==> config.mk <==
export PLATFORM = sky130hd
export DESIGN_NAME = mod_n_updown_counter
export DESIGN_NICKNAME = d
export VERILOG_FILES = /design/src/rtl/mod_n_updown_counter.sv
export SDC_FILE = /design/constraint.sdc
export NUM_CORES = 1
export LEC_CHECK = 0
export ABC_CLOCK_PERIOD_IN_PS = 4800
export BUFFER_PORTS_ARGS = -buffer_cell sky130_fd_sc_hd__buf_2
export CAP_MARGIN = 20
export CORE_AREA = 2 2 39 41
export DETAILED_ROUTE_END_ITERATION = 16
export DIE_AREA = 0 0 41 43
export GPL_TIMING_DRIVEN = 0
export HOLD_SLACK_MARGIN = 0.15
export PLACE_DENSITY = 0.63
export SYNTH_ARGS = -nofsm -noshare
export SYNTH_HDL_FRONTEND = slang
export SYNTH_SLANG_ARGS = --single-unit
export TNS_END_PERCENT = 5
==> constraint.sdc <==
create_clock -name clk -period 4.8 [get_ports clk]
set_input_delay 0.96 -clock clk [delete_from_list [all_inputs] [get_ports clk]]
set_output_delay 0.96 -clock clk [all_outputs]
set_load 0.01 [all_outputs]
==> src/rtl/mod_n_updown_counter.sv <==
// Modulo-N up/down counter with synchronous clamped load, combinational cascade
// carry/borrow, a one-cycle wrap pulse, and an optional saturating mode.
module mod_n_updown_counter #(
  parameter int WIDTH     = 3,
  parameter int MOD       = 6,
  parameter int RESET_VAL = 0,
  parameter int SATURATE  = 0
) (
  input  logic             clk,
  input  logic             rst,
  input  logic             en,
  input  logic             up,
  input  logic             load,
  input  logic [WIDTH-1:0] load_val,
  output logic [WIDTH-1:0] count,
  output logic             carry,
  output logic             borrow,
  output logic             wrapped,
  output logic             at_limit
);

  localparam logic [WIDTH-1:0] MAX_CNT   = WIDTH'(MOD - 1);
  localparam logic [WIDTH-1:0] RESET_CNT = WIDTH'(RESET_VAL);

  logic at_max;
  logic at_zero;

  assign at_max   = (count == MAX_CNT);
  assign at_zero  = (count == '0);
  assign at_limit = up ? at_max : at_zero;

  // Kept purely combinational so a chain of digits all advance on the same edge.
  assign carry  = en & up  & at_max  & ~load;
  assign borrow = en & ~up & at_zero & ~load;

  // NOTE: state registers use non-blocking assignments so every flop samples
  // pre-edge values; blocking here would create order-dependent simulation.
  always_ff @(posedge clk or negedge rst) begin
    if (!rst) begin
      count   <= RESET_CNT;
      wrapped <= 1'b0;
    end else if (load) begin
      count   <= (load_val > MAX_CNT) ? MAX_CNT : load_val;
      wrapped <= 1'b0;
    end else if (en) begin
      wrapped <= 1'b0;
      if (up) begin
        if (at_max) begin
          if (SATURATE == 0) begin
            count   <= '0;
            wrapped <= 1'b1;
          end
        end else if (count > MAX_CNT) begin
          // Illegal state (X/SEU) recovers without signalling a wrap.
          count <= '0;
        end else begin
          count <= count + WIDTH'(1);
        end
      end else begin
        if (at_zero) begin
          if (SATURATE == 0) begin
            count   <= MAX_CNT;
            wrapped <= 1'b1;
          end
        end else if (count > MAX_CNT) begin
          count <= MAX_CNT;
        end else begin
          count <= count - WIDTH'(1);
        end
      end
    end else begin
      wrapped <= 1'b0;
    end
  end

endmodule

==> impl_results.md <==
* Avg Inst Size Synth at 7.983 um2
* Final hold violations at 0
* Final Critical Period at 2.736 ns
* Hold/Removal Path Class: input port to asynchronous set/reset pin
* Clk Latency, worst-skew pair at 0.23 ns
* Synthesized Nets at 62
* Worst path max stage delay at 0.42 ns
* CTS Buf Count at 3
* Input/output buffers at 13
* Final slew viol count at 0
* Worst slew margin at 0.7211
* CTS Root Cell: clkbuf_4
* Top-area cell type share of the netlist area at 0.2508
* Fmax at 365.5 MHz
* Slowest-stage cell, CP: or3b_1
* CP top delay family: simple AND/OR/NAND/NOR gates
* Die width at 41 um
* Most common cell after layout, fill and taps aside: buf_2
* Worst-Margin Slew at 0.4079 ns
* Worst setup path class: input port to output port
* Clock network fraction of total power at 0.276
* Dpl hpwl at 743.3 um
* Crit path DAT at 1.78 ns
* Initial DRC count at 11
* Post_cts resized at 0
* Initial Utilization at 0.2884
* Sequential area share after synthesis at 0.2508
* Diode count at 0
* Cells along the critical path: buf_4, or3b_1, nor2_1, buf_2
* Cell internal pwr at 0.09387 mW
* Vias post-DR at 425
* Util after Layout at 0.3662
* RSZ-0062 raised after global routing: false
* Hold-fix buffers, CTS at 0
* Max_cap viols at 0
* RD Place Congestion at 0.7948
* Switch share at 0.3595
* Worst path bufs/invs at 2
* Final period utilization at 0.5701
* Setup-failing EPs final at 0
* H-tree levels at 1
* Worst Setup End Kind: output port
* DRC viols at 0
* Setup crit start kind: input port
* Initial antenna violation count at 0
* #FFs+latches synth at 4
* Max Root-Sink Buffers at 2
* First-pass iteration count of the detailed router at 4
* Core Area at 1384 um2
* Die height at 43 um
* GRT Total Usage at 0.1339
* Largest net degree at the start of global routing at 11
* NetSw at 0.05268 mW
* Top-Level Pins at 15
* Top cells by area, synth: dfrtp_1, ha_1, nor2_1
* Worst-path clk slew at 0.04 ns
* Clock tree sinks at 4
* Grt ovf at 0
* Number of vias per cell at 5.183
* Mapped Area at 399.1 um2
* Area delta synth->final at 26.96%
* Total of warnings raised by yosys at 0
* CP required at 3.84 ns
* Leading area contributor after synthesis: dfrtp_1
* P_leak at 0.2577 nW
* NumNets Final at 80
* Seq pwr share at 0.316
* Avg WL per Cell at 11.63 um
* CTS tree: done
* Clock Skew at 0.001552 ns
* Power per cell area at 289.2 nW/um2
* Distinct cells, synth at 27
* Die ar. at 1763 um2
* First-pass GRT wire length at 1607 um
* Setup Buffers After CTS at 0
* Total power at 0.1466 mW
* Final WL at 954 um
* Most frequent cells in the layout: buf_2, nor2_1
* Setup TNS Final at 0 ns
* Fraction of layout cells with a size suffix above 1 at 0.2727
* Gate Count Post-Synth at 50
* Comb power frac at 0.408
* Fillers at 152
* Row count at 14
* Vias in the first global route at 415
* Status: completed
* DRT antenna net count at 0
* Peak supply drop at 0.08488 mV
* Worst Path Max Fanout at 10
## power by group through the flow
stage | logic, mW | clock network, mW | registers, mW
finish | 0.0599 | 0.0404 | 0.0463
global route | 0.0689 | 0.0443 | 0.0472
CTS | 0.0599 | 0.0428 | 0.0462
detailed placement | 0.0598 | 0 | 0.0466
global placement | 0.0584 | 0 | 0.0464
floorplan | 0.0403 | 0 | 0.0465
## cells in the mapped netlist, drive strengths merged
| library cell | instances |
|---|---|
| a21oi | 3 |
| dfrtp | 4 |
| nand2 | 4 |
| o21ai | 2 |
| a221oi | 1 |
| nand3 | 1 |
| xnor2 | 1 |
| or3b | 1 |
| nand2b | 2 |
| nor2 | 7 |
| a211oi | 1 |
| o221ai | 1 |
| or3 | 1 |
| nor3 | 2 |
| a2111oi | 1 |
| buf | 2 |
| or4b | 1 |
| o22ai | 1 |
| ha | 4 |
| a21o | 1 |
| a22oi | 1 |
| and2b | 1 |
| inv | 4 |
| mux2i | 1 |
| a311oi | 1 |
| nor2b | 1 |
## worst register-to-register path, delay by kind of cell (launching register included)
kind | cells | cell delay [ns]
compound gates | 1 | 0.26
flops | 1 | 0.47
simple gates | 3 | 0.58
fa+ha+maj | 1 | 0.25
buf+inv | 1 | 0.12
## final timing paths
check	depth (start not counted)	slack (ns)	startpoint	endpoint
max	4	2.06	up	borrow
min	1	0.52	rst	wrapped
max reg2reg	6	3.02	count[1]	count[0]
min reg2reg	3	0.72	count[2]	count[2]
max in group asynchronous	1	4.16	rst	count[0]
min in group clk	3	0.72	count[2]	count[2]
## registers in the layout (all words and copies together), names as in the netlist
signal and flops:
wrapped 1, count 3
## through the flow
stage / hold slack (ns) / cells / worst slack (ns) / area, um2
floorplan: 0.6644 / 50 / 2.144 / 399.1
global placement: 0.7036 / 79 / 2.073 / 484.2
detailed placement: 0.7263 / 79 / 2.066 / 484.2
CTS: 0.5154 / 82 / 2.062 / 506.7
global route: 0.5196 / 82 / 2.032 / 506.7
finish: 0.5234 / 82 / 2.064 / 506.7
## layout make-up
cell class,count,area [um2],share of cell area
Multi-Input combinational cell,40,265.3,0.5235
Tap cell,16,20.02,0.03951
Sequential cell,4,100.1,0.1975
Inverter,4,15.01,0.02963
Clock buffer,3,22.52,0.04444
Buffer,2,18.77,0.03704
Timing Repair Buffer,13,65.06,0.1284
## metal layers
| layer | up-vias | part of all wire | track usage |
|---|---|---|---|
| li1 | 210 | - | - |
| met1 | 205 | 0.43 | 0.1688 |
| met2 | 10 | 0.53 | 0.2063 |
| met3 | 0 | 0.037 | 0.01571 |
| met4 | 0 | 0 | 0.08000 |
| met5 | - | 0 | 0 |
## kinds of logic after synthesis
| kind of cell | share of synthesized area |
|---|---|
| and+or+nand+nor | 0.2696 |
| muxes | 0.02508 |
| xor gates and xnor gates | 0.02195 |
| adders and majority gates | 0.1254 |
| buffers and inverters | 0.08463 |
| DFF | 0.2508 |
| AOI/OAI and AO/OA | 0.2226 |
(Power assumes the default switching activity.)
